--- config.mk ---
export PLATFORM = sky130hd
export DESIGN_NAME = clock_edge_monitor
export DESIGN_NICKNAME = d
export VERILOG_FILES = /design/src/rtl/clock_edge_monitor.sv
export SDC_FILE = /design/constraint.sdc
export NUM_CORES = 1
export LEC_CHECK = 0
export ABC_CLOCK_PERIOD_IN_PS = 5400
export BUFFER_PORTS_ARGS = -buffer_cell sky130_fd_sc_hd__buf_2
export CAP_MARGIN = 20
export CORE_ASPECT_RATIO = 1.1
export CORE_UTILIZATION = 27
export CTS_BUF_LIST = sky130_fd_sc_hd__clkbuf_16
export CTS_CLUSTER_DIAMETER = 80
export DETAILED_ROUTE_END_ITERATION = 12
export GPL_TIMING_DRIVEN = 0
export PLACE_DENSITY = 0.51
export SYNTH_ARGS = -nofsm -noshare
export SYNTH_HDL_FRONTEND = slang
export SYNTH_SLANG_ARGS = --single-unit
--- constraint.sdc ---
create_clock -name clk -period 5.4 [get_ports clk]
set_clock_uncertainty 0.05 [all_clocks]
set_input_delay 0.81 -clock clk [delete_from_list [all_inputs] [get_ports clk]]
set_output_delay 0.81 -clock clk [all_outputs]
set_load 0.005 [all_outputs]
--- src/rtl/clock_edge_monitor.sv ---
// -----------------------------------------------------------------------------
// clock_edge_monitor
//
// Receive-side companion to the clock dividers. Brings a slow clock that is
// asynchronous to clk into the clk domain and emits one-cycle rise/fall
// enables. It also measures the rise-to-rise period in clk cycles and asserts
// locked once that period has been stable for LOCK_COUNT consecutive
// measurements.
//
// Optional feature macro: CLOCK_EDGE_MONITOR_DUTY_EN
//   defined   : high_time reports the length of the last high phase of clk_in
//   undefined : high_time is tied to 0 and no high-phase counter is built
//
// Parameters
//   SYNC_STAGES  synchronizer depth on clk_in (2..4)
//   PERIOD_W     width of the period counter and of period/high_time
//   LOCK_COUNT   consecutive in-tolerance periods needed for lock (>=1)
//   TOL          largest |new - previous| period still counted as a match
//
// Ports
//   clk          in   system clock, all logic on posedge
//   rst_n        in   asynchronous active-low reset
//   clk_in       in   monitored slow clock (asynchronous to clk)
//   rise_en      out  1-cycle pulse per synchronized rising edge of clk_in
//   fall_en      out  1-cycle pulse per synchronized falling edge of clk_in
//   period       out  last measured rise-to-rise interval in clk cycles
//   period_valid out  period holds a real measurement
//   locked       out  period stable for LOCK_COUNT measurements
//   timeout      out  1-cycle pulse when the period counter saturates
//   high_time    out  clk cycles clk_in was high in its last high phase
//
// The FSM state register (state_q) is a plain enum so checkers can bind to it.
// -----------------------------------------------------------------------------
module clock_edge_monitor #(
  parameter int SYNC_STAGES = 2,
  parameter int PERIOD_W    = 16,
  parameter int LOCK_COUNT  = 4,
  parameter int TOL         = 1
) (
  input  logic                clk,
  input  logic                rst_n,
  input  logic                clk_in,
  output logic                rise_en,
  output logic                fall_en,
  output logic [PERIOD_W-1:0] period,
  output logic                period_valid,
  output logic                locked,
  output logic                timeout,
  output logic [PERIOD_W-1:0] high_time
);

  localparam logic [PERIOD_W-1:0] CNT_MAX = '1;
  localparam logic [PERIOD_W-1:0] CNT_ONE = PERIOD_W'(1);
  localparam logic [PERIOD_W:0]   TOL_W   = (PERIOD_W + 1)'(TOL);
  localparam int                  MC_W    = $clog2(LOCK_COUNT + 1);
  localparam logic [MC_W-1:0]     MC_MAX  = MC_W'(LOCK_COUNT);
  localparam logic [MC_W-1:0]     MC_ONE  = MC_W'(1);

  typedef enum logic [1:0] {
    ST_IDLE = 2'd0,  // no edge seen since reset or timeout
    ST_ACQ  = 2'd1,  // measuring, not yet stable
    ST_LOCK = 2'd2   // period stable
  } state_e;

  // ---------------------------------------------------------------------------
  // Synchronizer and edge detection
  // ---------------------------------------------------------------------------
  logic [SYNC_STAGES-1:0] sync_q;
  logic                   s_d_q;
  logic                   s;
  logic                   rise;
  logic                   fall;

  assign s    = sync_q[SYNC_STAGES-1];
  assign rise = s & ~s_d_q;
  assign fall = ~s & s_d_q;

  always_ff @(posedge clk or negedge rst_n) begin
    if (!rst_n) begin
      sync_q  <= '0;
      s_d_q   <= 1'b0;
      rise_en <= 1'b0;
      fall_en <= 1'b0;
    end else begin
      sync_q  <= {sync_q[SYNC_STAGES-2:0], clk_in};
      s_d_q   <= s;
      rise_en <= rise;
      fall_en <= fall;
    end
  end

  // ---------------------------------------------------------------------------
  // Period counter. A rise loads 1, so the count seen at the next rise equals
  // the rise-to-rise distance. timed_out_q makes the saturation event fire
  // once per saturation rather than every cycle the counter sits at max.
  // ---------------------------------------------------------------------------
  logic [PERIOD_W-1:0] cnt_q, cnt_d;
  logic                timed_out_q, timed_out_d;
  logic                sat;

  assign sat = (cnt_q == CNT_MAX) && !timed_out_q;

  always_comb begin
    cnt_d       = cnt_q;
    timed_out_d = timed_out_q;
    if (rise) begin
      cnt_d       = CNT_ONE;
      timed_out_d = 1'b0;
    end else begin
      if (cnt_q != CNT_MAX) cnt_d = cnt_q + CNT_ONE;
      if (sat) timed_out_d = 1'b1;
    end
  end

  // ---------------------------------------------------------------------------
  // Lock FSM
  // ---------------------------------------------------------------------------
  state_e              state_q, state_d;
  logic [MC_W-1:0]     match_q, match_d;
  logic                first_q, first_d;
  logic [PERIOD_W-1:0] period_d;
  logic                valid_d;
  logic                locked_d;
  logic                timeout_d;
  logic [PERIOD_W:0]   cnt_x, per_x, diff;

  // Extra bit so the difference can never wrap.
  assign cnt_x = {1'b0, cnt_q};
  assign per_x = {1'b0, period};
  assign diff  = (cnt_x >= per_x) ? (cnt_x - per_x) : (per_x - cnt_x);

  always_comb begin
    state_d   = state_q;
    match_d   = match_q;
    first_d   = first_q;
    period_d  = period;
    valid_d   = period_valid;
    timeout_d = 1'b0;

    if (rise) begin
      if (state_q == ST_IDLE) begin
        // First edge only starts the counter; nothing to measure yet.
        state_d = ST_ACQ;
        match_d = '0;
        first_d = 1'b1;
      end else if (sat) begin
        // Rise coincides with saturation: the interval is not trustworthy,
        // so restart acquisition without capturing and without a timeout.
        state_d = ST_ACQ;
        match_d = '0;
        first_d = 1'b1;
        valid_d = 1'b0;
      end else begin
        period_d = cnt_q;
        valid_d  = 1'b1;
        if (first_q) begin
          first_d = 1'b0;
        end else if (diff <= TOL_W) begin
          if (match_q != MC_MAX) match_d = match_q + MC_ONE;
          if (match_d == MC_MAX) state_d = ST_LOCK;
        end else begin
          match_d = '0;
          state_d = ST_ACQ;
        end
      end
    end else if (sat) begin
      timeout_d = 1'b1;
      state_d   = ST_IDLE;
      match_d   = '0;
      valid_d   = 1'b0;
    end

    locked_d = (state_d == ST_LOCK);
  end

  always_ff @(posedge clk or negedge rst_n) begin
    if (!rst_n) begin
      cnt_q        <= '0;
      timed_out_q  <= 1'b0;
      state_q      <= ST_IDLE;
      match_q      <= '0;
      first_q      <= 1'b0;
      period       <= '0;
      period_valid <= 1'b0;
      locked       <= 1'b0;
      timeout      <= 1'b0;
    end else begin
      cnt_q        <= cnt_d;
      timed_out_q  <= timed_out_d;
      state_q      <= state_d;
      match_q      <= match_d;
      first_q      <= first_d;
      period       <= period_d;
      period_valid <= valid_d;
      locked       <= locked_d;
      timeout      <= timeout_d;
    end
  end

  // ---------------------------------------------------------------------------
  // Optional high-phase measurement
  // ---------------------------------------------------------------------------
`ifdef CLOCK_EDGE_MONITOR_DUTY_EN
  logic [PERIOD_W-1:0] hcnt_q, hcnt_d;
  logic [PERIOD_W-1:0] high_time_q, high_time_d;

  always_comb begin
    hcnt_d      = hcnt_q;
    high_time_d = high_time_q;
    if (rise) begin
      hcnt_d = CNT_ONE;
    end else if (s && (hcnt_q != CNT_MAX)) begin
      hcnt_d = hcnt_q + CNT_ONE;
    end
    if (fall) high_time_d = hcnt_q;
  end

  always_ff @(posedge clk or negedge rst_n) begin
    if (!rst_n) begin
      hcnt_q      <= '0;
      high_time_q <= '0;
    end else begin
      hcnt_q      <= hcnt_d;
      high_time_q <= high_time_d;
    end
  end

  assign high_time = high_time_q;
`else
  assign high_time = '0;
`endif

endmodule
==> run_summary.xml, run 1 <==
<?xml version="1.0" encoding="UTF-8"?>
<metrics>
  <group name="outcome">
    <metric name="run_status" unit="">completed</metric>
  </group>
  <group name="synth">
    <metric name="async_flop_share" unit="">1.000</metric>
    <metric name="syn-instance-count" unit="">490</metric>
    <metric name="synth-seq-area-share" unit="">0.2934</metric>
    <metric name="synth.avg_cell_area" unit="µm²">8.181</metric>
    <metric name="dominantRegCellSynth" unit="">sky130_fd_sc_hd__dfrtp_1</metric>
    <metric name="yosysWarnings" unit="">0</metric>
    <metric name="synth_edf_count" unit="">0</metric>
    <metric name="synth-seq-cells" unit="">47</metric>
    <metric name="post_synth_num_cell_types" unit="">72</metric>
    <metric name="syn_area" unit="mm²">0.004009</metric>
  </group>
  <group name="clock_tree">
    <metric name="clk_pin_slew_worst_paths" unit="ns">0.07</metric>
    <metric name="cts-hold-fix-buffers" unit="">0</metric>
    <metric name="clock-root-buffer" unit="">sky130_fd_sc_hd__clkbuf_16</metric>
    <metric name="cts_num_sinks" unit="">47</metric>
    <metric name="cts.htree.levels" unit="">2</metric>
    <metric name="tritoncts" unit="">built</metric>
    <metric name="post_cts_resize_count" unit="">0</metric>
    <metric name="clock_latency" unit="ns">0.30</metric>
    <metric name="cts_post_setup_buffers_inserted" unit="">0</metric>
    <metric name="cts_buffer_depth" unit="">2</metric>
    <metric name="numCtsBuffers" unit="">5</metric>
  </group>
  <group name="global_route">
    <metric name="initial_antenna_violation_count" unit="">0</metric>
    <metric name="gr-usage-all-layers" unit="">0.1429</metric>
    <metric name="grt_first_pass_wirelength" unit="mm">17.72</metric>
    <metric name="grt_pass1_vias" unit="">3639</metric>
    <metric name="global_route.overflow_total" unit="">0</metric>
    <metric name="grt_start_max_net_pins" unit="">48</metric>
  </group>
  <group name="placement">
    <metric name="io_buffer_count" unit="">23</metric>
    <metric name="detailed_placement_hpwl" unit="mm">8.335</metric>
    <metric name="placed_cells_incl_taps" unit="">720</metric>
    <metric name="gpl.final_weighted_congestion" unit="">0.8773</metric>
    <metric name="place_area" unit="mm²">0.004420</metric>
  </group>
  <group name="sta">
    <metric name="timing.fmax" unit="MHz">260.7</metric>
    <metric name="tightestPinTransition" unit="ns">0.6505</metric>
    <metric name="slew-limit-headroom" unit="">0.5626</metric>
    <metric name="setup-violations-final" unit="">0</metric>
    <metric name="worst_hold_slack" unit="ns">0.3124</metric>
    <metric name="rsz0062_at_grt" unit="">false</metric>
    <metric name="period_share" unit="">0.7104</metric>
    <metric name="final_hold_viol_count" unit="">0</metric>
    <metric name="max_transition_viols_final" unit="">0</metric>
    <metric name="min_period" unit="ns">3.836</metric>
    <metric name="tns" unit="ns">0</metric>
  </group>
  <group name="min_path">
    <metric name="holdCritStartpoint" unit="">sync_q[0]$_DFF_PN0_</metric>
    <metric name="min_path_cells" unit="">0</metric>
    <metric name="hold_wc_path_type" unit="">reg -&gt; reg</metric>
    <metric name="hold_end" unit="">sync_q[1]$_DFF_PN0_</metric>
  </group>
  <group name="routing">
    <metric name="routed_via_density" unit="">4.877</metric>
    <metric name="drt_drc_violations_left" unit="">0</metric>
    <metric name="initial_drc_count" unit="">144</metric>
    <metric name="first_pass_iters" unit="">4</metric>
    <metric name="routed_wirelength" unit="mm">10.45</metric>
    <metric name="avgRoutedWirePerCell" unit="µm">14.33</metric>
    <metric name="final_antenna_net_count" unit="">0</metric>
    <metric name="dr_total_vias" unit="">3555</metric>
  </group>
  <group name="setup_path">
    <metric name="crit_required" unit="ns">5.59</metric>
    <metric name="timing.rr.start" unit="">cnt_q[0]$_DFFE_PN0P_</metric>
    <metric name="worst_r2r_endpoint" unit="">match_q[0]$_DFFE_PN0P_</metric>
    <metric name="critPathLaunchType" unit="">flop</metric>
    <metric name="path_depth_of_the_worst_reg2reg_path" unit="">13</metric>
    <metric name="critPathArrivalTime" unit="ns">4.02</metric>
    <metric name="worstSetupPathType" unit="">reg -&gt; reg</metric>
    <metric name="critical_path.max_fanout" unit="">7</metric>
    <metric name="reg2reg_slack" unit="ns">1.56</metric>
    <metric name="critPathCaptureType" unit="">flop</metric>
  </group>
  <group name="layout">
    <metric name="top_library_cells_by_usage_in_the_layout_fill_and_taps_aside" unit="">sky130_fd_sc_hd__inv_1 (48), sky130_fd_sc_hd__dfrtp_1 (47), sky130_fd_sc_hd__nand2_1 (44)</metric>
    <metric name="ff_latch_area" unit="mm²">0.001176</metric>
    <metric name="design_area" unit="mm²">0.004586</metric>
    <metric name="multi_input_area" unit="mm²">0.002474</metric>
    <metric name="nFillCells" unit="">1526</metric>
    <metric name="antenna_cells" unit="">0</metric>
    <metric name="fraction_of_layout_instances_using_a_drive_strength_above_1" unit="">0.1471</metric>
    <metric name="nNetsFinal" unit="">576</metric>
    <metric name="layout_commonest_cell" unit="">sky130_fd_sc_hd__inv_1</metric>
    <metric name="layout.cells.non_filler" unit="">729</metric>
    <metric name="syn_to_final_growth" unit="%">14.39</metric>
  </group>
  <group name="power">
    <metric name="power.density_cell_area" unit="mW/mm²">416.4</metric>
    <metric name="leakage" unit="nW">2.112</metric>
    <metric name="max-vdd-ir-drop" unit="mV">0.2332</metric>
    <metric name="power.total" unit="mW">1.909</metric>
  </group>
  <group name="floorplan">
    <metric name="area_of_the_die" unit="mm²">0.01534</metric>
    <metric name="floorplan.die.width" unit="µm">118.2</metric>
    <metric name="core" unit="mm²">0.01445</metric>
    <metric name="start_util" unit="">0.2775</metric>
    <metric name="floorplan.rows" unit="">46</metric>
    <metric name="design.portCount" unit="">40</metric>
    <metric name="die_h" unit="µm">129.8</metric>
  </group>
  <group name="job">
    <metric name="drv_cap" unit="">0</metric>
  </group>
</metrics>
[cell families after synthesis]
kind of cell | synth area share
simple gates | 0.1957
compound gates | 0.2385
buf+inv | 0.1036
flops | 0.2934
fa+ha+maj | 0.1192
xor+xnor | 0.04370
mux | 0.004994
other cells | 0.0009354
[sequential cells by signal (all words and copies together), names as in the netlist]
register      count
cnt_q            16
period           16
match_q           3
state_q           2
sync_q            2
fall_en           1
first_q           1
locked            1
period_valid      1
rise_en           1
s_d_q             1
timed_out_q       1
timeout           1
[synthesized netlist by cell type, types with 4 or more instances]
cell type                   count  area [µm²]
sky130_fd_sc_hd__buf_2         11       55.05
sky130_fd_sc_hd__ha_1          35       437.9
sky130_fd_sc_hd__nand3_1       14       70.07
sky130_fd_sc_hd__dfrtp_1       47        1176
sky130_fd_sc_hd__inv_1         48       180.2
sky130_fd_sc_hd__o22ai_1        4       25.02
sky130_fd_sc_hd__xnor2_1       17       148.9
sky130_fd_sc_hd__nor4_1         5       31.28
sky130_fd_sc_hd__nand2_1       44       165.2
sky130_fd_sc_hd__nand4_1        7       43.79
sky130_fd_sc_hd__a21o_1         4       30.03
sky130_fd_sc_hd__o2111ai_1      4       35.03
sky130_fd_sc_hd__nand2b_1       6       37.54
sky130_fd_sc_hd__clkbuf_1       6       22.52
sky130_fd_sc_hd__buf_4         17       127.6
sky130_fd_sc_hd__nor3_1        10       50.05
sky130_fd_sc_hd__and3_1         4       25.02
sky130_fd_sc_hd__o21ai_0       36       180.2
sky130_fd_sc_hd__o211ai_1       4       30.03
sky130_fd_sc_hd__nor2b_1        4       25.02
sky130_fd_sc_hd__a21oi_1       36       180.2
sky130_fd_sc_hd__nor2_1        41       153.9
sky130_fd_sc_hd__and2_1         4       25.02
[worst max-delay path: stages (launching register included)]
cell	delay, ns
sky130_fd_sc_hd__dfrtp_1	0.45
sky130_fd_sc_hd__inv_1	0.10
sky130_fd_sc_hd__ha_1	0.16
sky130_fd_sc_hd__inv_1	0.05
sky130_fd_sc_hd__fa_1	0.40
sky130_fd_sc_hd__nand3_1	0.13
sky130_fd_sc_hd__a21oi_1	0.11
sky130_fd_sc_hd__or3_1	0.43
sky130_fd_sc_hd__and4_4	0.21
sky130_fd_sc_hd__nor4_1	0.32
sky130_fd_sc_hd__o211ai_1	0.17
sky130_fd_sc_hd__a2111o_1	0.58
sky130_fd_sc_hd__o41ai_1	0.43
sky130_fd_sc_hd__a22o_1	0.19
[worst max-delay path by stage]
stage	endpoint	from	cells after the start	slack, ns
2_1_floorplan	match_q[0]$_DFFE_PN0P_	cnt_q[0]$_DFFE_PN0P_	13	2.16
3_3_place_gp	match_q[0]$_DFFE_PN0P_	cnt_q[0]$_DFFE_PN0P_	13	1.64
3_5_place_dp	match_q[0]$_DFFE_PN0P_	cnt_q[0]$_DFFE_PN0P_	13	1.60
4_1_cts	match_q[0]$_DFFE_PN0P_	cnt_q[0]$_DFFE_PN0P_	13	1.60
5_1_grt	match_q[0]$_DFFE_PN0P_	cnt_q[0]$_DFFE_PN0P_	13	1.32
6_report	match_q[0]$_DFFE_PN0P_	cnt_q[0]$_DFFE_PN0P_	13	1.56
[power breakdown]
part	switching (mW)	total [mW]	internal [mW]
logic	0.651	1.19	0.542
clock network	0.134	0.304	0.171
registers	0.0352	0.412	0.377
[per-stage QoR]
| step | util | setup slack [ns] |
|---|---|---|
| 6_report | 0.3174 | 1.564 |
| 5_1_grt | 0.3174 | 1.321 |
| 4_1_cts | 0.3160 | 1.600 |
| 3_5_place_dp | 0.3060 | 1.603 |
| 3_3_place_gp | 0.3060 | 1.639 |
| 2_1_floorplan | - | 2.158 |
[layer usage]
metal,GRT usage,wire [µm],up-vias
met5,0,0,-
met4,0.08145,388,0
met3,0.01442,288,24
met2,0.2595,5151,83
met1,0.1654,4618,1662
li1,-,-,1786
[area by class of cell]
class | count | share of cell area
timing repair buffer | 24 | 0.02947
clock inverter | 3 | 0.004366
clock buffer | 5 | 0.02729
buffer | 37 | 0.05048
inverter | 49 | 0.04011
sequential | 47 | 0.2565
tap | 192 | 0.05239
multi-input combinational | 372 | 0.5394
Note: power is estimated with default switching activity, not from simulation.
==> inputs of run 2 (changes only) <==
ABC_AREA = 1   (was not set)
ABC_CLOCK_PERIOD_IN_PS = 3500   (was 5400)
PLACE_DENSITY = 0.52   (was 0.51)
clock period = 3.5 ns   (was 5.4 ns; I/O delays follow)
==> run 2 against run 1 <==
Cell area increased by 8.2%. Sequential share of layout area shrank 1.9 points. Clock power increased by 62%. Sequential power is 61% higher. Routed wire length increased by 11%. Register-to-register slack worse by 1.1 ns. Fmax grew 27%. First-iteration DRC count grew 19%. Critical path type unchanged. Largest power group unchanged.
==> run_summary.xml, run 2 <==
<?xml version="1.0" encoding="UTF-8"?>
<metrics>
  <group name="global_route">
    <metric name="grt_first_pass_wirelength" unit="mm">19.71</metric>
    <metric name="grt_start_max_net_pins" unit="">48</metric>
    <metric name="global_route.overflow_total" unit="">0</metric>
    <metric name="initial_antenna_violation_count" unit="">0</metric>
    <metric name="grt_pass1_vias" unit="">4104</metric>
    <metric name="gr-usage-all-layers" unit="">0.1516</metric>
  </group>
  <group name="setup_path">
    <metric name="crit_path_frequent_cell" unit="">sky130_fd_sc_hd__nand2_1</metric>
    <metric name="timing.rr.start" unit="">period[5]$_DFFE_PN0P_</metric>
    <metric name="worst_path_max_delay_cell" unit="">sky130_fd_sc_hd__ha_1</metric>
    <metric name="worstPathCellList" unit="">inv_1 -&gt; ha_1 -&gt; nand2_1 -&gt; nor2_4 -&gt; nand3_1 -&gt; nand3_2 -&gt; nand2_2 -&gt; nand2_4 -&gt; buf_6 -&gt; nand2_1 -&gt; nand2_1 -&gt; nand2_1 -&gt; nor2_1 -&gt; nand3_2 -&gt; nand2_1 -&gt; nand2_1 -&gt; nand2_1 -&gt; nand2_2 -&gt; nor2_2</metric>
    <metric name="worst_setup_path_endpoint" unit="">locked$_DFF_PN0_</metric>
    <metric name="worst_r2r_endpoint" unit="">locked$_DFF_PN0_</metric>
    <metric name="number_of_cells_on_the_critical_path" unit="">19</metric>
    <metric name="cpPeakStageDelay" unit="ns">0.46</metric>
    <metric name="worstSetupPathType" unit="">reg -&gt; reg</metric>
    <metric name="timing.critical_path.from" unit="">period[5]$_DFFE_PN0P_</metric>
    <metric name="critical_path.max_fanout" unit="">10</metric>
    <metric name="crit_required" unit="ns">3.68</metric>
    <metric name="critPathArrivalTime" unit="ns">3.20</metric>
    <metric name="critPathLaunchType" unit="">flop</metric>
    <metric name="path_depth_of_the_worst_reg2reg_path" unit="">19</metric>
    <metric name="critPathCaptureType" unit="">flop</metric>
    <metric name="reg2reg_slack" unit="ns">0.49</metric>
    <metric name="critPathBufInv" unit="">2</metric>
    <metric name="critical_path.top_delay_family" unit="">simple AND/OR/NAND/NOR gates</metric>
  </group>
  <group name="layout">
    <metric name="design_area" unit="mm²">0.004961</metric>
    <metric name="antenna_cells" unit="">0</metric>
    <metric name="top_library_cells_by_usage_in_the_layout_fill_and_taps_aside" unit="">sky130_fd_sc_hd__nand2_1 (237), sky130_fd_sc_hd__inv_1 (108), sky130_fd_sc_hd__dfrtp_1 (47)</metric>
    <metric name="syn_to_final_growth" unit="%">13.77</metric>
    <metric name="nFillCells" unit="">1831</metric>
    <metric name="fraction_of_layout_instances_using_a_drive_strength_above_1" unit="">0.1187</metric>
    <metric name="nNetsFinal" unit="">772</metric>
    <metric name="layout_commonest_cell" unit="">sky130_fd_sc_hd__nand2_1</metric>
    <metric name="final_util" unit="">0.3153</metric>
    <metric name="top_regs" unit="">cnt_q (16), period (16), match_q (3)</metric>
    <metric name="layout.cells.non_filler" unit="">933</metric>
  </group>
  <group name="placement">
    <metric name="io_buffer_count" unit="">23</metric>
    <metric name="place_area" unit="mm²">0.004782</metric>
    <metric name="detailed_placement_hpwl" unit="mm">9.769</metric>
    <metric name="place_worst_setup_slack" unit="ns">0.1437</metric>
    <metric name="placed_cells_incl_taps" unit="">924</metric>
    <metric name="gpl.final_weighted_congestion" unit="">0.8572</metric>
  </group>
  <group name="clock_tree">
    <metric name="numCtsBuffers" unit="">5</metric>
    <metric name="clock-root-buffer" unit="">sky130_fd_sc_hd__clkbuf_16</metric>
    <metric name="cts.htree.levels" unit="">2</metric>
    <metric name="clk_pin_slew_worst_paths" unit="ns">0.07</metric>
    <metric name="clock_latency" unit="ns">0.29</metric>
    <metric name="cts_num_sinks" unit="">47</metric>
    <metric name="tritoncts" unit="">built</metric>
    <metric name="cts_buffer_depth" unit="">2</metric>
  </group>
  <group name="power">
    <metric name="power_report.internal_total" unit="mW">1.812</metric>
    <metric name="power.total" unit="mW">3.850</metric>
    <metric name="comb_power_share" unit="">0.700</metric>
    <metric name="share_seq_of_total_power" unit="">0.172</metric>
    <metric name="power.density_cell_area" unit="mW/mm²">776.0</metric>
    <metric name="pwr-share-clk" unit="">0.128</metric>
    <metric name="p_sw_frac" unit="">0.5294</metric>
    <metric name="max-vdd-ir-drop" unit="mV">0.3977</metric>
    <metric name="leakage" unit="nW">2.747</metric>
    <metric name="switching_power" unit="mW">2.038</metric>
  </group>
  <group name="sta">
    <metric name="period_share" unit="">0.8610</metric>
    <metric name="final_hold_viol_count" unit="">0</metric>
    <metric name="min_period" unit="ns">3.013</metric>
    <metric name="slew-limit-headroom" unit="">0.5313</metric>
    <metric name="rsz0062_at_grt" unit="">false</metric>
    <metric name="max_transition_viols_final" unit="">0</metric>
    <metric name="tightestPinTransition" unit="ns">0.7004</metric>
    <metric name="tns" unit="ns">0</metric>
    <metric name="timing.fmax" unit="MHz">331.9</metric>
    <metric name="final_critical_path_setup_slack" unit="ns">0.4866</metric>
    <metric name="worst_hold_slack" unit="ns">0.04690</metric>
    <metric name="setup-violations-final" unit="">0</metric>
  </group>
  <group name="synth">
    <metric name="muxShareOfSynthArea" unit="">0</metric>
    <metric name="synth.top_cell.area_share" unit="">0.2697</metric>
    <metric name="synth_top_family_by_area" unit="">simple AND/OR/NAND/NOR gates</metric>
    <metric name="synth_simple_gate_area_frac" unit="">0.3501</metric>
    <metric name="async_flop_share" unit="">1.000</metric>
    <metric name="ys_top_cells_by_count" unit="">sky130_fd_sc_hd__nand2_1 (237), sky130_fd_sc_hd__inv_1 (108), sky130_fd_sc_hd__dfrtp_1 (47)</metric>
    <metric name="post-synth-top-area-cell" unit="">sky130_fd_sc_hd__dfrtp_1</metric>
    <metric name="synth-seq-cells" unit="">47</metric>
    <metric name="synthXorXnorAreaFrac" unit="">0.02009</metric>
    <metric name="yosysWarnings" unit="">0</metric>
    <metric name="synth.most_common_cell" unit="">sky130_fd_sc_hd__nand2_1</metric>
    <metric name="syn-instance-count" unit="">686</metric>
    <metric name="syn_area" unit="mm²">0.004360</metric>
    <metric name="synth_compound_area_frac" unit="">0.1056</metric>
    <metric name="synth.area.top_cells" unit="">sky130_fd_sc_hd__dfrtp_1 (27%), sky130_fd_sc_hd__nand2_1 (20%), sky130_fd_sc_hd__ha_1 (10%)</metric>
    <metric name="synth.avg_cell_area" unit="µm²">6.356</metric>
    <metric name="dominantRegCellSynth" unit="">sky130_fd_sc_hd__dfrtp_1</metric>
    <metric name="synth_edf_count" unit="">0</metric>
    <metric name="synth-seq-area-share" unit="">0.2697</metric>
    <metric name="post_synth_num_cell_types" unit="">35</metric>
    <metric name="adder_cell_share_of_the_synthesized_area" unit="">0.1096</metric>
  </group>
  <group name="floorplan">
    <metric name="core" unit="mm²">0.01574</metric>
    <metric name="floorplan.die.width" unit="µm">123.2</metric>
    <metric name="die_h" unit="µm">135.3</metric>
    <metric name="area_of_the_die" unit="mm²">0.01666</metric>
    <metric name="floorplan.rows" unit="">48</metric>
    <metric name="start_util" unit="">0.2771</metric>
    <metric name="design.portCount" unit="">40</metric>
  </group>
  <group name="outcome">
    <metric name="run_status" unit="">completed</metric>
  </group>
  <group name="routing">
    <metric name="drt_drc_violations_left" unit="">0</metric>
    <metric name="avgRoutedWirePerCell" unit="µm">12.47</metric>
    <metric name="initial_drc_count" unit="">171</metric>
    <metric name="first_pass_iters" unit="">4</metric>
    <metric name="routed_wirelength" unit="mm">11.63</metric>
    <metric name="final_antenna_net_count" unit="">0</metric>
    <metric name="dr_total_vias" unit="">4129</metric>
    <metric name="routed_via_density" unit="">4.426</metric>
  </group>
  <group name="job">
    <metric name="drv_cap" unit="">0</metric>
  </group>
  <group name="min_path">
    <metric name="hold_wc_path_type" unit="">in -&gt; async</metric>
  </group>
</metrics>
==> run 2: cell types whose count changed in the layout (fill, tap and decap cells not counted), moves of 7 or more <==
cell                      before  now
sky130_fd_sc_hd__o21ai_0      36   29
sky130_fd_sc_hd__inv_2         0    9
sky130_fd_sc_hd__xnor2_1      17    2
sky130_fd_sc_hd__inv_1        48  108
sky130_fd_sc_hd__nand3_1      14   43
sky130_fd_sc_hd__nand2_1      44  237
==> run 2: layer usage <==
metal  vias up  wire length, µm  track usage
li1       2198                -            -
met1      1846             5362       0.1874
met2        66             5612       0.2688
met3        19              325      0.01347
met4         0              333      0.05890
met5         -                0            0
==> run 2: layout make-up <==
type	count	area [µm²]	share of cell area
Clock buffer	5	125.1	0.02522
Sequential cell	47	1176	0.2371
Inverter	119	446.7	0.09004
Clock inverter	3	27.53	0.005549
Multi-Input combinational cell	507	2619	0.5279
Timing Repair Buffer	24	135.1	0.02724
Tap cell	200	250.2	0.05044
Buffer	28	181.4	0.03657
==> run 2: repair_timing <==
action	4_1_cts	5_1_grt
endpoints found under the setup margin	0	1
gates resized for setup	0	1
hold buffers	0	0
buffers inserted	0	0
==> run 2: power groups by stage <==
stage / combinational (mW) / clock, mW / sequential, mW
floorplan: 2.09 / 0 / 0.656
global placement: 2.70 / 0 / 0.675
detailed placement: 2.70 / 0 / 0.674
CTS: 2.71 / 0.508 / 0.664
global route: 3.14 / 0.532 / 0.672
finish: 2.70 / 0.493 / 0.662
==> run 2: kinds of logic (layout without fill, tap and decap cells) <==
kind of cell | Yosys count | count (layout)
XOR/XNOR | 10 | 10
flip-flops | 47 | 47
buffers and inverters | 147 | 179
AND/OR/NAND/NOR | 360 | 360
AO/OA/AOI/OAI | 84 | 84
adder cells (fa/ha/maj) | 37 | 37
other | 1 | 16
==> run 2: worst min-delay path by stage <==
stage | slack (ns) | cells past startpoint | start | end
final | 0.05 | 1 | rst_n | cnt_q[12]$_DFFE_PN0P_
after global routing | 0.06 | 1 | rst_n | cnt_q[12]$_DFFE_PN0P_
after CTS | 0.28 | 1 | clk_in | sync_q[0]$_DFF_PN0_
after detailed placement | 0.29 | 0 | sync_q[0]$_DFF_PN0_ | sync_q[1]$_DFF_PN0_
after global placement | 0.29 | 0 | sync_q[0]$_DFF_PN0_ | sync_q[1]$_DFF_PN0_
after floorplan | 0.18 | 0 | rst_n | cnt_q[0]$_DFFE_PN0P_
==> run 2: worst register-to-register path: cells and delay by family, from the launching register on <==
kind,cells,cell delay [ns]
flip-flops,1,0.40
adder cells (fa/ha/maj),1,0.46
buffers and inverters,2,0.24
AND/OR/NAND/NOR,16,1.84
==> inputs of run 3 (changes only) <==
PLACE_DENSITY = 0.41   (was 0.52)
==> run 3 against run 2 <==
Cell area is essentially flat. Global-route usage up 1.1 points. Cell count did not move. Fmax fell by 3.2%. Register-to-register slack worse by 0.099 ns. Via count is 2.3% higher. Hold slack better by 0.080 ns. Routed wire length up 12%. Sequential share of layout area about the same. Sequential power hardly changed. Critical path depth grew 1. Clock power is essentially flat.
==> run_summary.xml, run 3 (synthesis results as in run 2) <==
<?xml version="1.0" encoding="UTF-8"?>
<metrics>
  <group name="floorplan">
    <metric name="area_of_the_die" unit="mm²">0.01666</metric>
    <metric name="design.portCount" unit="">40</metric>
    <metric name="floorplan.rows" unit="">48</metric>
    <metric name="start_util" unit="">0.2771</metric>
    <metric name="die_h" unit="µm">135.3</metric>
    <metric name="floorplan.die.width" unit="µm">123.2</metric>
    <metric name="core" unit="mm²">0.01574</metric>
  </group>
  <group name="routing">
    <metric name="first_pass_iters" unit="">5</metric>
    <metric name="routed_via_density" unit="">4.525</metric>
    <metric name="avgRoutedWirePerCell" unit="µm">13.98</metric>
    <metric name="initial_drc_count" unit="">190</metric>
    <metric name="drt_drc_violations_left" unit="">0</metric>
    <metric name="routed_wirelength" unit="mm">13.05</metric>
    <metric name="final_antenna_net_count" unit="">0</metric>
    <metric name="dr_total_vias" unit="">4222</metric>
  </group>
  <group name="setup_path">
    <metric name="critPathCaptureType" unit="">flop</metric>
    <metric name="worstSetupPathType" unit="">reg -&gt; reg</metric>
    <metric name="critPathArrivalTime" unit="ns">3.29</metric>
    <metric name="critical_path.max_fanout" unit="">10</metric>
    <metric name="critPathLaunchType" unit="">flop</metric>
    <metric name="crit_required" unit="ns">3.68</metric>
  </group>
  <group name="layout">
    <metric name="fraction_of_layout_instances_using_a_drive_strength_above_1" unit="">0.1187</metric>
    <metric name="syn_to_final_growth" unit="%">13.74</metric>
    <metric name="ff_latch_area" unit="mm²">0.001176</metric>
    <metric name="layout.cells.non_filler" unit="">933</metric>
    <metric name="nFillCells" unit="">1751</metric>
    <metric name="antenna_cells" unit="">0</metric>
    <metric name="top_library_cells_by_usage_in_the_layout_fill_and_taps_aside" unit="">sky130_fd_sc_hd__nand2_1 (237), sky130_fd_sc_hd__inv_1 (108), sky130_fd_sc_hd__dfrtp_1 (47)</metric>
    <metric name="top_regs" unit="">cnt_q (16), period (16), match_q (3)</metric>
    <metric name="multi_input_area" unit="mm²">0.002619</metric>
    <metric name="nNetsFinal" unit="">772</metric>
    <metric name="layout_commonest_cell" unit="">sky130_fd_sc_hd__nand2_1</metric>
  </group>
  <group name="sta">
    <metric name="min_period" unit="ns">3.113</metric>
    <metric name="period_share" unit="">0.8894</metric>
    <metric name="setup-violations-final" unit="">0</metric>
    <metric name="slew-limit-headroom" unit="">0.5303</metric>
    <metric name="tns" unit="ns">0</metric>
    <metric name="final_hold_viol_count" unit="">0</metric>
    <metric name="timing.fmax" unit="MHz">321.2</metric>
    <metric name="tightestPinTransition" unit="ns">0.6981</metric>
    <metric name="max_transition_viols_final" unit="">0</metric>
    <metric name="rsz0062_at_grt" unit="">false</metric>
  </group>
  <group name="clock_tree">
    <metric name="cts.htree.levels" unit="">2</metric>
    <metric name="cts_num_sinks" unit="">47</metric>
    <metric name="clock_latency" unit="ns">0.29</metric>
    <metric name="clk_pin_slew_worst_paths" unit="ns">0.07</metric>
    <metric name="cts-hold-fix-buffers" unit="">0</metric>
    <metric name="cts_buffer_depth" unit="">2</metric>
    <metric name="numCtsBuffers" unit="">5</metric>
    <metric name="post_cts_resize_count" unit="">0</metric>
    <metric name="clock-root-buffer" unit="">sky130_fd_sc_hd__clkbuf_16</metric>
    <metric name="cts_post_setup_buffers_inserted" unit="">0</metric>
    <metric name="tritoncts" unit="">built</metric>
  </group>
  <group name="min_path">
    <metric name="hold_wc_path_type" unit="">in -&gt; async</metric>
  </group>
  <group name="power">
    <metric name="max-vdd-ir-drop" unit="mV">0.3403</metric>
    <metric name="leakage" unit="nW">2.750</metric>
    <metric name="power.density_cell_area" unit="mW/mm²">797.2</metric>
  </group>
  <group name="job">
    <metric name="drv_cap" unit="">0</metric>
  </group>
  <group name="placement">
    <metric name="detailed_placement_hpwl" unit="mm">10.93</metric>
    <metric name="placed_cells_incl_taps" unit="">925</metric>
    <metric name="io_buffer_count" unit="">23</metric>
    <metric name="gpl.final_weighted_congestion" unit="">0.8456</metric>
  </group>
  <group name="global_route">
    <metric name="global_route.overflow_total" unit="">0</metric>
    <metric name="initial_antenna_violation_count" unit="">0</metric>
    <metric name="grt_start_max_net_pins" unit="">32</metric>
    <metric name="gr-usage-all-layers" unit="">0.1624</metric>
    <metric name="grt_first_pass_wirelength" unit="mm">20.80</metric>
    <metric name="grt_pass1_vias" unit="">4119</metric>
  </group>
  <group name="outcome">
    <metric name="run_status" unit="">completed</metric>
  </group>
</metrics>
[run 3: cell count changes in the layout (fill, tap and decap cells not counted), sizes merged]
cell,delta
clkinv,+1
clkinvlp,-1
[run 3: layout make-up]
class	instances	area share
Multi-Input combinational cell	507	0.5280
Sequential cell	47	0.2371
Inverter	119	0.09006
Tap cell	200	0.05045
Buffer	28	0.03658
Timing Repair Buffer	24	0.02725
Clock buffer	5	0.02523
Clock inverter	3	0.005298
[run 3: worst max-delay path, cell delays in order, from the launching register on]
cell,delay (ns)
sky130_fd_sc_hd__dfrtp_1,0.40
sky130_fd_sc_hd__inv_1,0.08
sky130_fd_sc_hd__ha_1,0.42
sky130_fd_sc_hd__nand2_2,0.20
sky130_fd_sc_hd__inv_2,0.05
sky130_fd_sc_hd__nand2_1,0.06
sky130_fd_sc_hd__nand2_1,0.10
sky130_fd_sc_hd__inv_2,0.08
sky130_fd_sc_hd__nand3_2,0.11
sky130_fd_sc_hd__a21oi_1,0.20
sky130_fd_sc_hd__buf_2,0.28
sky130_fd_sc_hd__nand2_1,0.10
sky130_fd_sc_hd__a21oi_2,0.13
sky130_fd_sc_hd__nand2_1,0.10
sky130_fd_sc_hd__nor2_2,0.11
sky130_fd_sc_hd__nand3_2,0.15
sky130_fd_sc_hd__nand2_1,0.12
sky130_fd_sc_hd__nand2_1,0.06
sky130_fd_sc_hd__nand2_1,0.07
sky130_fd_sc_hd__nand2_2,0.07
sky130_fd_sc_hd__nor2_2,0.08
[run 3: metal layers]
metal  vias up  global-route usage  routed length, µm
li1       2191                   -                  -
met1      1933              0.1958               5845
met2        80              0.2973               6666
met3        18             0.01389                231
met4         0             0.05622                304
met5         -                   0                  0
[run 3: stage by stage]
stage	utilization	hold slack [ns]	area [µm²]	power (mW)	setup WS (ns)
detailed placement	0.3052	0.2983	4802	3.452	0.1503
global route	0.3152	0.1433	4960	4.388	0.1483
floorplan	-	0.1794	4417	2.751	1.072
global placement	0.3039	0.2989	4782	3.434	0.1594
CTS	0.3148	0.1364	4954	3.978	0.1093
finish	0.3152	0.1270	4960	3.954	0.3871
[run 3: where the power goes]
part | switching, mW | internal (mW)
clock | 0.224 | 0.271
sequential | 0.0682 | 0.594
combinational | 1.85 | 0.945
[run 3: worst paths after layout]
path | cells after the start | endpoint | startpoint | slack, ns
setup / recovery | 20 | locked$_DFF_PN0_ | period[7]$_DFFE_PN0P_ | 0.39
hold / removal | 1 | cnt_q[13]$_DFFE_PN0P_ | rst_n | 0.13
hold reg to reg | 0 | sync_q[1]$_DFF_PN0_ | sync_q[0]$_DFF_PN0_ | 0.31
max in group asynchronous | 2 | cnt_q[6]$_DFFE_PN0P_ | rst_n | 2.75
setup reg to reg | 20 | locked$_DFF_PN0_ | period[7]$_DFFE_PN0P_ | 0.39
min in group clk | 1 | sync_q[0]$_DFF_PN0_ | clk_in | 0.28
